--- src/rtl/interleaver_commutator_ctrl.sv ---
// Commutator control for a convolutional byte interleaver: tracks packet
// alignment from sync bytes and steers each byte to its branch buffer.
module interleaver_commutator_ctrl #(
  parameter int BRANCHES = 12,
  parameter int DEPTH    = 17,
  parameter int PKT_LEN  = 204
) (
  input  logic                clk,
  input  logic                reset,
  input  logic                en,
  input  logic                sync_in,
  output logic [BRANCHES-1:0] buf_en,
  output logic [3:0]          branch_sel,
  output logic                locked,
  output logic                pkt_err,
  output logic                fill_done
);

  localparam int             BCW       = $clog2(PKT_LEN);
  localparam logic [11:0]    FILL      = 12'(DEPTH * BRANCHES * (BRANCHES - 1));
  localparam logic [3:0]     LAST_BR   = 4'(BRANCHES - 1);
  localparam logic [BCW-1:0] LAST_BYTE = BCW'(PKT_LEN - 1);

  typedef enum logic {HUNT = 1'b0, LOCKED = 1'b1} state_t;

  state_t         state_q, state_d;
  logic [3:0]     nxt_br_q, nxt_br_d;
  logic [BCW-1:0] byte_cnt_q, byte_cnt_d;
  logic [1:0]     miss_cnt_q, miss_cnt_d;
  logic [11:0]    fill_cnt_q, fill_cnt_d;
  logic           locked_q, locked_d;
  logic           pkt_err_q, pkt_err_d;
  logic           fill_done_q, fill_done_d;

  logic           hunt_sync_s;
  logic           misplaced_s;
  logic           missing_s;
  logic [3:0]     cur_br_s;

  function automatic logic [BRANCHES-1:0] br_onehot(input logic [3:0] idx);
    logic [BRANCHES-1:0] v;
    for (int i = 0; i < BRANCHES; i++) begin
      v[i] = (idx == 4'(i));
    end
    return v;
  endfunction

  // Branch selection for the byte presented this cycle.
  always_comb begin
    hunt_sync_s = (state_q == HUNT) && en && sync_in;
    misplaced_s = (state_q == LOCKED) && en && sync_in && (byte_cnt_q != '0);
    missing_s   = (state_q == LOCKED) && en && !sync_in && (byte_cnt_q == '0);
    if (hunt_sync_s || misplaced_s) begin
      cur_br_s = 4'd0;
    end else begin
      cur_br_s = nxt_br_q;
    end
  end

  // Buffer strobes; HUNT only passes the sync byte and reset blanks everything.
  always_comb begin
    buf_en     = '0;
    branch_sel = 4'd0;
    if (!reset) begin
      buf_en     = '0;
      branch_sel = 4'd0;
    end else begin
      branch_sel = cur_br_s;
      if (en && ((state_q == LOCKED) || sync_in)) begin
        buf_en = br_onehot(cur_br_s);
      end else begin
        buf_en = '0;
      end
    end
  end

  // Alignment FSM and counters.
  always_comb begin
    state_d    = state_q;
    nxt_br_d   = nxt_br_q;
    byte_cnt_d = byte_cnt_q;
    miss_cnt_d = miss_cnt_q;
    fill_cnt_d = fill_cnt_q;
    pkt_err_d  = 1'b0;
    if (en) begin
      case (state_q)
        HUNT: begin
          if (sync_in) begin
            state_d    = LOCKED;
            nxt_br_d   = 4'd1;
            byte_cnt_d = BCW'(1);
            miss_cnt_d = 2'd0;
            fill_cnt_d = 12'd1;
          end else begin
            state_d = HUNT;
          end
        end
        LOCKED: begin
          if (misplaced_s) begin
            pkt_err_d  = 1'b1;
            nxt_br_d   = 4'd1;
            byte_cnt_d = BCW'(1);
            miss_cnt_d = 2'd0;
            fill_cnt_d = 12'd1;
          end else if (missing_s && (miss_cnt_q == 2'd2)) begin
            state_d    = HUNT;
            nxt_br_d   = 4'd0;
            byte_cnt_d = '0;
            miss_cnt_d = 2'd0;
            fill_cnt_d = 12'd0;
          end else begin
            nxt_br_d   = (cur_br_s == LAST_BR) ? 4'd0 : cur_br_s + 4'd1;
            byte_cnt_d = (byte_cnt_q == LAST_BYTE) ? '0 : byte_cnt_q + BCW'(1);
            fill_cnt_d = (fill_cnt_q == FILL) ? FILL : fill_cnt_q + 12'd1;
            if (missing_s) begin
              miss_cnt_d = miss_cnt_q + 2'd1;
            end else if (byte_cnt_q == '0) begin
              miss_cnt_d = 2'd0;
            end else begin
              miss_cnt_d = miss_cnt_q;
            end
          end
        end
        default: begin
          state_d = HUNT;
        end
      endcase
    end else begin
      pkt_err_d = 1'b0;
    end
    locked_d    = (state_d == LOCKED);
    fill_done_d = (fill_cnt_d == FILL);
  end

  // State registers with synchronous active-low reset.
  always_ff @(posedge clk) begin
    if (!reset) begin
      state_q     <= HUNT;
      nxt_br_q    <= 4'd0;
      byte_cnt_q  <= '0;
      miss_cnt_q  <= 2'd0;
      fill_cnt_q  <= 12'd0;
      locked_q    <= 1'b0;
      pkt_err_q   <= 1'b0;
      fill_done_q <= 1'b0;
    end else begin
      state_q     <= state_d;
      nxt_br_q    <= nxt_br_d;
      byte_cnt_q  <= byte_cnt_d;
      miss_cnt_q  <= miss_cnt_d;
      fill_cnt_q  <= fill_cnt_d;
      locked_q    <= locked_d;
      pkt_err_q   <= pkt_err_d;
      fill_done_q <= fill_done_d;
    end
  end

  assign locked    = locked_q;
  assign pkt_err   = pkt_err_q;
  assign fill_done = fill_done_q;

endmodule

--- config.mk ---
export PLATFORM = sky130hd
export DESIGN_NAME = interleaver_commutator_ctrl
export DESIGN_NICKNAME = d
export VERILOG_FILES = /design/src/rtl/interleaver_commutator_ctrl.sv
export SDC_FILE = /design/constraint.sdc
export NUM_CORES = 1
export LEC_CHECK = 0
export ABC_AREA = 1
export BUFFER_PORTS_ARGS = -buffer_cell sky130_fd_sc_hd__buf_2
export CAP_MARGIN = 20
export CELL_PAD_IN_SITES_DETAIL_PLACEMENT = 2
export CELL_PAD_IN_SITES_GLOBAL_PLACEMENT = 2
export CORE_MARGIN = 10
export CORE_UTILIZATION = 34
export DETAILED_ROUTE_END_ITERATION = 8
export HOLD_SLACK_MARGIN = 0.02
export PLACE_DENSITY_LB_ADDON = 0.05
export SLEW_MARGIN = 20
export SYNTH_ARGS = -nofsm -noshare
export SYNTH_HDL_FRONTEND = slang
export SYNTH_SLANG_ARGS = --single-unit
--- constraint.sdc ---
create_clock -name clk -period 4.2 [get_ports clk]
set_input_delay 0.63 -clock clk [delete_from_list [all_inputs] [get_ports clk]]
set_output_delay 0.63 -clock clk [all_outputs]
set_load 0.01 [all_outputs]
==> results of run 1 <==
-- layer usage --
metal  routed length, µm  GRT usage  share of wire
met1                2790      0.164           0.46
met2                3010      0.256           0.49
met3                 228     0.0361          0.037
met4                  93     0.0516          0.015
met5                   0          0              0
-- logic make-up after synthesis --
kind of cell    synth area share
compound gates            0.0948
xor+xnor                  0.0451
fa+ha+maj                 0.0580
buf+inv                    0.119
flops                      0.299
simple gates               0.384
-- stage by stage --
step	cell area [µm²]	worst slack, ps	power (mW)
after floorplan	1940	1780	0.335
after global routing	2230	916	0.619
after detailed placement	2140	1440	0.358
final	2230	1170	0.588
after CTS	2230	1130	0.596
after global placement	2140	1490	0.356
-- layout make-up --
| class | instances | share of cell area |
|---|---|---|
| Tap cell | 72 | 0.0404 |
| Sequential cell | 29 | 0.261 |
| Inverter | 59 | 0.101 |
| Clock buffer | 7 | 0.0388 |
| Multi-Input combinational cell | 208 | 0.507 |
| Timing Repair Buffer | 23 | 0.0528 |
-- state kept, by name, indices dropped and copies added (netlist names) --
register	cells
fill_cnt_q	12
byte_cnt_q	8
nxt_br_q	4
miss_cnt_q	2
fill_done	1
locked	1
pkt_err	1
-- worst max-delay path: cells and delay by family, from the launching register on --
kind          cells  cell delay [ps]
simple gates      6              920
flops             1              330
fa+ha+maj         2              440
buf+inv           4              430
-- cell usage in the layout (no fill, tap or decap) --
cell	instances
buf_2	22
nor2_1	50
nand3_4	1
o211ai_1	1
a221oi_1	1
xnor2_1	1
o21ai_1	4
nor3_1	6
dfxtp_1	29
buf_4	1
inv_1	51
o2111ai_1	1
o21bai_1	1
nand3b_1	1
nor2_8	1
nand3_2	3
clkbuf_8	6
inv_4	1
nand4_1	4
nand3_1	22
o32ai_1	1
a22oi_2	1
xor2_1	9
nand2_1	57
a21oi_1	11
ha_1	9
clkbuf_1	1
o21ai_2	2
nor2_2	4
nor2_4	3
inv_2	7
nand2_2	7
o21ai_0	5
o22ai_1	2
-- report_power, final --
part	internal, mW	switching, mW
Clock	0.130	0.106
Sequential	0.279	0.00380
Combinational	0.0201	0.0482
-- how the worst max path moves through the flow --
stage / start / to / cells after the start
after floorplan: byte_cnt_q[0]$_SDFFE_PN0P_ / buf_en[7] / 11
after global placement: reset / buf_en[7] / 7
after detailed placement: byte_cnt_q[0]$_SDFFE_PN0P_ / buf_en[7] / 12
after CTS: byte_cnt_q[1]$_SDFFE_PN0P_ / buf_en[7] / 12
after global routing: byte_cnt_q[1]$_SDFFE_PN0P_ / buf_en[7] / 12
final: byte_cnt_q[1]$_SDFFE_PN0P_ / buf_en[7] / 12
==> results.sh, run 1 <==
export IMPL_status="finished, final reports clean"
export IMPL_grt_max_degree=24
export IMPL_synth_most_common_cell="nand2_1"
export IMPL_slew_headroom=0.584
export IMPL_crit_type="reg2out"
export IMPL_whs_endpoint="miss_cnt_q[1]$_SDFFE_PN0P_"
export IMPL_crit_path_cell_trace="inv_1 > ha_1 > nand3_2 > nor2_4 > nand2_1 > nand2_1 > inv_1 > nor2_1 > ha_1 > inv_1 > nor3_1 > buf_2"
export IMPL_cpPeakStageDelay_ps=330
export IMPL_synth_top_cells_by_count="nand2_1, inv_1, nor2_1, dfxtp_1, nand3_1"
export IMPL_postRouteAntennaNets=0
export IMPL_clk_latency_ps=280
export IMPL_async_flop_share=0
export IMPL_clkSinkCount=29
export IMPL_clkTransAtPathRegs_ps=60
export IMPL_syn_to_final_growth_pct=14.8
export IMPL_post_route_period_util=0.723
export IMPL_yosysSeqAreaShare=0.299
export IMPL_power_density_nw_per_um2=264
export IMPL_ir_drop_uv=150
export IMPL_die_x_um=95.6
export IMPL_final_cells=398
export IMPL_routed_wl_um=6110
export IMPL_wl_per_cell_um=15.4
export IMPL_synth_edf_count=0
export IMPL_dp_hpwl_um=4820
export IMPL_ff2ff_path_depth=12
export IMPL_netlist_top_cells_area="dfxtp_1, nand2_1, inv_1"
export IMPL_min_from="miss_cnt_q[1]$_SDFFE_PN0P_"
export IMPL_utilization=0.404
export IMPL_multi_input_area_um2=1130
export IMPL_grt_pass1_vias=2130
export IMPL_ys_flop_type="dfxtp_1"
export IMPL_drc_errors=0
export IMPL_syn_inst=298
export IMPL_r2r_end="nxt_br_q[2]$_SDFFE_PN0P_"
export IMPL_crit_required_ps=3570
export IMPL_drt_iter0_drc=43
export IMPL_ios=23
export IMPL_synth_top_area_cell="dfxtp_1"
export IMPL_die_y_um=95.6
export IMPL_nFillCells=703
export IMPL_register_area_um2=581
export IMPL_cts_setup_buffers=0
export IMPL_hold_path_class="reg2reg"
export IMPL_vias=1944
export IMPL_cpMostUsedCell="inv_1"
export IMPL_cts_hold_buffers=0
export IMPL_grt_usage=0.145
export IMPL_timing_fmax_ghz=0.330
export IMPL_firstDrtPassIters=4
export IMPL_nets=339
export IMPL_cts_root_buffer="clkbuf_8"
export IMPL_gp_congestion=0.744
export IMPL_cts_buffers=5
export IMPL_synth_top_cell_area_share=0.299
export IMPL_clock_path_buffers=2
export IMPL_grt_overflow_total=0
export IMPL_drive_gt1_frac=0.181
export IMPL_rr_startpoint="byte_cnt_q[1]$_SDFFE_PN0P_"
export IMPL_via_per_inst=4.88
export IMPL_antenna_found_initial=0
export IMPL_final_hold_violation_count=0
export IMPL_cts_htree_levels=2
export IMPL_rows=27
export IMPL_worst_hold_path_num_cells=2
export IMPL_grt_pass1_wl_um=10400
export IMPL_leakagePower_nw=1.08
export IMPL_syn_nets=311
export IMPL_crit_path_start_kind="flip-flop"
export IMPL_setup_tns_ps=0
export IMPL_drv_slew=0
export IMPL_dieArea_um2=9130
export IMPL_cts_tree="built"
export IMPL_num_antenna_cells=0
export IMPL_tightest_slew_ps=622
export IMPL_hold_ws_ps=471
export IMPL_ys_types=31
export IMPL_cp_arrival_ps=2400
export IMPL_port_buffer_count=22
export IMPL_r2r_slack_ps=2050
export IMPL_ys_ff_latch=29
export IMPL_crit_path_end_kind="output pin"
export IMPL_yosys_warnings=0
export IMPL_cts_repair_resize_count=0
export IMPL_clock_skew_ps=2.18
export IMPL_path_max_fanout=6
export IMPL_netlist_area_um2=1940
export IMPL_max_cap_violations=0
export IMPL_dp_cells=391
export IMPL_core_area_um2=5510
export IMPL_critPathSlowestCell="dfxtp_1"
export IMPL_start_util=0.352
export IMPL_fin_crit_ps=3030
export IMPL_postSynthAreaPerCell_um2=6.51
export IMPL_setup_viol=0
export IMPL_rsz0062_at_grt="false"
Note: power is estimated with default switching activity, not from simulation.
==> run 2: changes to the inputs <==
Settings changed: CORE_UTILIZATION 34 to 31.
Clock period 4.2 ns to 3.1 ns, I/O delays scaled along.
==> results.sh, run 2 (synthesis gave the netlist of run 1 again) <==
export IMPL_clock_skew_ps=6.78
export IMPL_crit_start="byte_cnt_q[0]$_SDFFE_PN0P_"
export IMPL_worst_hold_path_num_cells=2
export IMPL_die_x_um=99.1
export IMPL_crit_path_cell_trace="inv_1 > ha_1 > nand3_2 > nor2_4 > nand2_1 > nand2_1 > nand2_1 > inv_2 > ha_1 > inv_1 > nor3_1 > buf_2"
export IMPL_cts_htree_levels=2
export IMPL_post_route_period_util=0.900
export IMPL_drt_iter0_drc=55
export IMPL_r2r_end="nxt_br_q[2]$_SDFFE_PN0P_"
export IMPL_routed_wl_um=6040
export IMPL_ios=23
export IMPL_num_antenna_cells=0
export IMPL_antenna_found_initial=0
export IMPL_utilization=0.372
export IMPL_crit_path_end_kind="output pin"
export IMPL_nFillCells=778
export IMPL_dp_cells=394
export IMPL_drive_gt1_frac=0.187
export IMPL_cts_buffers=5
export IMPL_gp_congestion=0.771
export IMPL_worst_slack_ps=309
export IMPL_cpMostUsedCell="nand2_1"
export IMPL_regMostFlops="fill_cnt_q"
export IMPL_cp_arrival_ps=2330
export IMPL_syn_to_final_growth_pct=14.9
export IMPL_start_util=0.324
export IMPL_crit_path_start_kind="flip-flop"
export IMPL_crit_required_ps=2630
export IMPL_ff2ff_path_depth=12
export IMPL_via_per_inst=4.81
export IMPL_dp_hpwl_um=4860
export IMPL_whs_endpoint="miss_cnt_q[0]$_SDFFE_PN0P_"
export IMPL_die_y_um=99.1
export IMPL_grt_usage=0.129
export IMPL_p_total_mw=0.783
export IMPL_max_cap_violations=0
export IMPL_largest_register_ffs=12
export IMPL_setup_tns_ps=0
export IMPL_vias=1932
export IMPL_final_common_cell="nand2_1"
export IMPL_leakagePower_nw=1.08
export IMPL_cpPeakStageDelay_ps=320
export IMPL_status="finished, final reports clean"
export IMPL_largestRegisters="fill_cnt_q x12, byte_cnt_q x8, nxt_br_q x4"
export IMPL_power_density_nw_per_um2=351
export IMPL_core_area_um2=5990
export IMPL_clkSinkCount=29
export IMPL_clkTransAtPathRegs_ps=70
export IMPL_rsz0062_at_grt="false"
export IMPL_port_buffer_count=22
export IMPL_drv_slew=0
export IMPL_firstDrtPassIters=4
export IMPL_timing_fmax_ghz=0.358
export IMPL_final_hold_violation_count=0
export IMPL_hold_path_class="reg2reg"
export IMPL_wl_per_cell_um=15.0
export IMPL_layout_common_cells="nand2_1, inv_1, nor2_1"
export IMPL_post_place_ws_ps=554
export IMPL_grt_overflow_total=0
export IMPL_setup_viol=0
export IMPL_rows=28
export IMPL_ir_drop_uv=184
export IMPL_grt_pass1_wl_um=10500
export IMPL_postRouteAntennaNets=0
export IMPL_slew_headroom=0.584
export IMPL_cts_setup_buffers=0
export IMPL_grt_pass1_vias=2117
export IMPL_clock_path_buffers=2
export IMPL_cts_tree="built"
export IMPL_fin_crit_ps=2790
export IMPL_nets=339
export IMPL_critPathSlowestCell="dfxtp_1"
export IMPL_clk_latency_ps=280
export IMPL_grt_max_degree=23
export IMPL_crit_type="reg2out"
export IMPL_cts_root_buffer="clkbuf_8"
export IMPL_rr_startpoint="byte_cnt_q[0]$_SDFFE_PN0P_"
export IMPL_final_cells=402
export IMPL_tightest_slew_ps=622
export IMPL_r2r_slack_ps=990
export IMPL_path_max_fanout=6
export IMPL_min_from="miss_cnt_q[0]$_SDFFE_PN0P_"
export IMPL_drc_errors=0
export IMPL_dieArea_um2=9820
run 2: cell types whose count changed in the layout (fill, tap and decap cells not counted), sizes merged:
cell / previous run / this run
clkinv: 0 / 2
clkbuf: 7 / 6
run 2: worst max path at each step:
stage          depth (start not counted)          to  slack, ps
2_1_floorplan                         11   buf_en[7]        840
3_3_place_gp                          12   buf_en[7]        670
3_5_place_dp                          12   buf_en[7]        550
4_1_cts                               12   buf_en[7]        220
5_1_grt                               12  buf_en[11]         50
6_report                              12   buf_en[7]        310
run 2: area by class of cell:
type / instances / area (µm²) / share of cell area
multi-input cells: 208 / 1130 / 0.507
flip-flops and latches: 29 / 581 / 0.260
well taps: 75 / 93.8 / 0.0421
inverters: 59 / 224 / 0.100
clock buffers: 6 / 72.6 / 0.0325
clock inverters: 2 / 10.0 / 0.00449
repair buffers: 23 / 118 / 0.0527
run 2: worst max-delay path, delay by kind of cell (launching register included):
kind / cells / cell delay, ps
simple gates: 6 / 860
buf+inv: 4 / 470
flops: 1 / 320
fa+ha+maj: 2 / 400
run 2: layer usage:
| metal | share of wire | vias up | track usage |
|---|---|---|---|
| met5 | 0 | - | 0 |
| met4 | 0.0098 | 0 | 0.0353 |
| met3 | 0.049 | 6 | 0.0325 |
| met2 | 0.46 | 29 | 0.209 |
| met1 | 0.48 | 911 | 0.165 |
| li1 | - | 986 | - |
run 2: through the flow:
step                area (µm²)  hold slack, ps
finish                    2230             476
CTS                       2230             477
global route              2230             506
global placement          2140             456
floorplan                 1940             444
detailed placement        2140             467
run 2: timing repair:
action                                  in CTS  in global routing
hold buffers                                 0                  0
gates resized for setup                      0                  1
endpoints found under the setup margin       0                  7
run 2: power breakdown:
group / internal [mW] / switching, mW / leakage [nW]
logic: 0.0274 / 0.0661 / 0.801
clock network: 0.155 / 0.150 / 0.0450
registers: 0.378 / 0.00533 / 0.235
total: 0.561 / 0.222 / 1.08
==> run 3: changes to the inputs <==
Settings changed: ABC_AREA 1 to unset, ABC_CLOCK_PERIOD_IN_PS set to 3100, CORE_UTILIZATION 31 to 33, RECOVER_POWER set to 50.
==> results.sh, run 3 <==
export IMPL_synth_top_area_cell="dfxtp_1"
export IMPL_power_density_nw_per_um2=373
export IMPL_internal_power_mw=0.579
export IMPL_r2r_slack_ps=300
export IMPL_die_x_um=94.6
export IMPL_ir_drop_uv=209
export IMPL_drive_gt1_frac=0.129
export IMPL_synth_top_cell_area_share=0.317
export IMPL_ios=23
export IMPL_firstDrtPassIters=4
export IMPL_cts_buffers=5
export IMPL_rows=27
export IMPL_crit_path_end_kind="output pin"
export IMPL_ys_flop_type="dfxtp_1"
export IMPL_ys_types=51
export IMPL_hold_path_class="reg2reg"
export IMPL_r2r_end="fill_done$_SDFF_PN0_"
export IMPL_tightest_slew_ps=928
export IMPL_clock_skew_ps=7.22
export IMPL_clkSinkCount=29
export IMPL_grt_busiest_layer="met2"
export IMPL_endpoint="buf_en[7]"
export IMPL_synth_edf_count=0
export IMPL_nFillCells=676
export IMPL_ys_ff_latch=29
export IMPL_path_max_fanout=5
export IMPL_rr_startpoint="fill_cnt_q[9]$_SDFF_PN0_"
export IMPL_final_hold_violation_count=0
export IMPL_rsz0062_at_grt="false"
export IMPL_layout_common_cells="nor2_1, dfxtp_1, buf_2"
export IMPL_vias=1847
export IMPL_syn_inst=239
export IMPL_stdcell_area_um2=2090
export IMPL_regMostFlops="fill_cnt_q"
export IMPL_slew_headroom=0.376
export IMPL_cts_hold_buffers=0
export IMPL_setup_viol=0
export IMPL_syn_nets=252
export IMPL_crit_required_ps=2630
export IMPL_synth_most_common_cell="nor2_1"
export IMPL_clock_path_buffers=2
export IMPL_crit_path_start_kind="flip-flop"
export IMPL_dp_hpwl_um=4420
export IMPL_dieArea_um2=8940
export IMPL_final_common_cell="nor2_1"
export IMPL_clkPwrFrac=0.407
export IMPL_cts_root_buffer="clkbuf_8"
export IMPL_leakagePower_nw=0.805
export IMPL_postPlaceCellArea_um2=2030
export IMPL_postSynthAreaPerCell_um2=7.67
export IMPL_cts_setup_buffers=0
export IMPL_die_y_um=94.6
export IMPL_crit_start="byte_cnt_q[0]$_SDFFE_PN0P_"
export IMPL_grt_max_degree=15
export IMPL_yosys_warnings=0
export IMPL_max_cap_violations=0
export IMPL_cp_arrival_ps=2390
export IMPL_grt_pass1_wl_um=9800
export IMPL_postRouteAntennaNets=0
export IMPL_switching_share=0.258
export IMPL_clkTransAtPathRegs_ps=70
export IMPL_largest_register_ffs=12
export IMPL_cts_tree="built"
export IMPL_synth_top_cells_by_count="nor2_1, dfxtp_1, nand2_1, nand3_1, a21oi_1"
export IMPL_netlist_area_um2=1830
export IMPL_cts_repair_resize_count=0
export IMPL_nets=277
export IMPL_grt_use_met1=0.188
export IMPL_grt_overflow_total=0
export IMPL_post_route_period_util=0.920
export IMPL_crit_type="reg2out"
export IMPL_largestRegisters="fill_cnt_q x12, byte_cnt_q x8, nxt_br_q x4"
export IMPL_p_switching_mw=0.202
export IMPL_drt_iter0_drc=66
export IMPL_syn_to_final_growth_pct=14.2
export IMPL_routed_wl_um=5700
export IMPL_grt_pass1_vias=1943
export IMPL_gp_congestion=0.786
export IMPL_clk_latency_ps=280
export IMPL_fin_crit_ps=2850
export IMPL_drc_errors=0
export IMPL_grtUsageMet2=0.199
export IMPL_cts_htree_levels=2
export IMPL_core_area_um2=5440
export IMPL_netlist_top_cells_area="dfxtp_1, nor2_1, ha_1"
export IMPL_status="finished, final reports clean"
export IMPL_timing_fmax_ghz=0.351
export IMPL_worst_hold_path_num_cells=2
export IMPL_wl_per_cell_um=17.0
export IMPL_grt_use_met3=0.0333
export IMPL_via_per_inst=5.50
export IMPL_setup_tns_ps=0
export IMPL_start_util=0.337
export IMPL_drv_slew=0
export IMPL_grt_usage=0.134
export IMPL_num_antenna_cells=0
export IMPL_yosysSeqAreaShare=0.317
export IMPL_async_flop_share=0
export IMPL_comb_power_share=0.101
export IMPL_ff2ff_path_depth=6
export IMPL_port_buffer_count=22
export IMPL_seqPwrFrac=0.493
export IMPL_antenna_found_initial=0
[run 3: worst min-delay path by stage]
stage                               startpoint                    endpoint  slack [ps]
global placement    byte_cnt_q[1]$_SDFFE_PN0P_  byte_cnt_q[1]$_SDFFE_PN0P_         490
detailed placement  byte_cnt_q[1]$_SDFFE_PN0P_  byte_cnt_q[1]$_SDFFE_PN0P_         510
global route        byte_cnt_q[1]$_SDFFE_PN0P_  byte_cnt_q[1]$_SDFFE_PN0P_         550
CTS                 byte_cnt_q[1]$_SDFFE_PN0P_  byte_cnt_q[1]$_SDFFE_PN0P_         520
floorplan             nxt_br_q[1]$_SDFFE_PN0P_    nxt_br_q[1]$_SDFFE_PN0P_         460
finish                nxt_br_q[1]$_SDFFE_PN0P_    nxt_br_q[1]$_SDFFE_PN0P_         510
[run 3: kinds of logic (layout without fill, tap and decap cells)]
logic type / Yosys count / count (layout) / share of synthesized area
AO/OA/AOI/OAI: 57 / 57 / 0.203
XOR/XNOR: 9 / 9 / 0.0430
adder cells (fa/ha/maj): 9 / 9 / 0.0614
buffers and inverters: 20 / 45 / 0.0457
flip-flops: 29 / 29 / 0.317
multiplexers: 1 / 1 / 0.00546
AND/OR/NAND/NOR: 114 / 114 / 0.325
[run 3: layout make-up]
type,instances,area [µm²],area share
repair buffers,27,140,0.0669
clock buffers,7,86.3,0.0412
well taps,72,90.1,0.0430
multi-input cells,190,1160,0.552
inverters,11,41.3,0.0197
flip-flops and latches,29,581,0.277
[run 3: worst max-delay path: stages (launching register included)]
cell and delay (ps):
dfxtp_1 340, inv_1 70, ha_1 140, nor4b_2 320
and2_1 230, a21o_1 180, and2_1 210, ha_1 260
nand2_1 120, nor2_1 110, buf_2 140
[run 3: stage by stage]
step / std cells / hold WS, ps / setup WS, ps / total power [mW] / utilization
after floorplan: 239 / 458 / 582 / 0.442 / -
after global placement: 329 / 490 / 636 / 0.473 / 0.373
final: 336 / 514 / 247 / 0.781 / 0.385
after global routing: 336 / 549 / 5.77 / 0.824 / 0.385
after detailed placement: 329 / 509 / 548 / 0.473 / 0.373
after CTS: 336 / 519 / 231 / 0.797 / 0.389
[run 3: routing by layer]
metal,wire [µm],vias to the layer above
met5,0,-
met4,57,0
met3,198,4
met2,2500,25
met1,2940,898
li1,-,920
[run 3: power groups by stage]
stage	registers (mW)	clock network (mW)	logic [mW]
floorplan	0.392	0	0.0500
global placement	0.393	0	0.0801
detailed placement	0.393	0	0.0802
CTS	0.385	0.331	0.0810
global route	0.386	0.347	0.0907
finish	0.385	0.318	0.0786
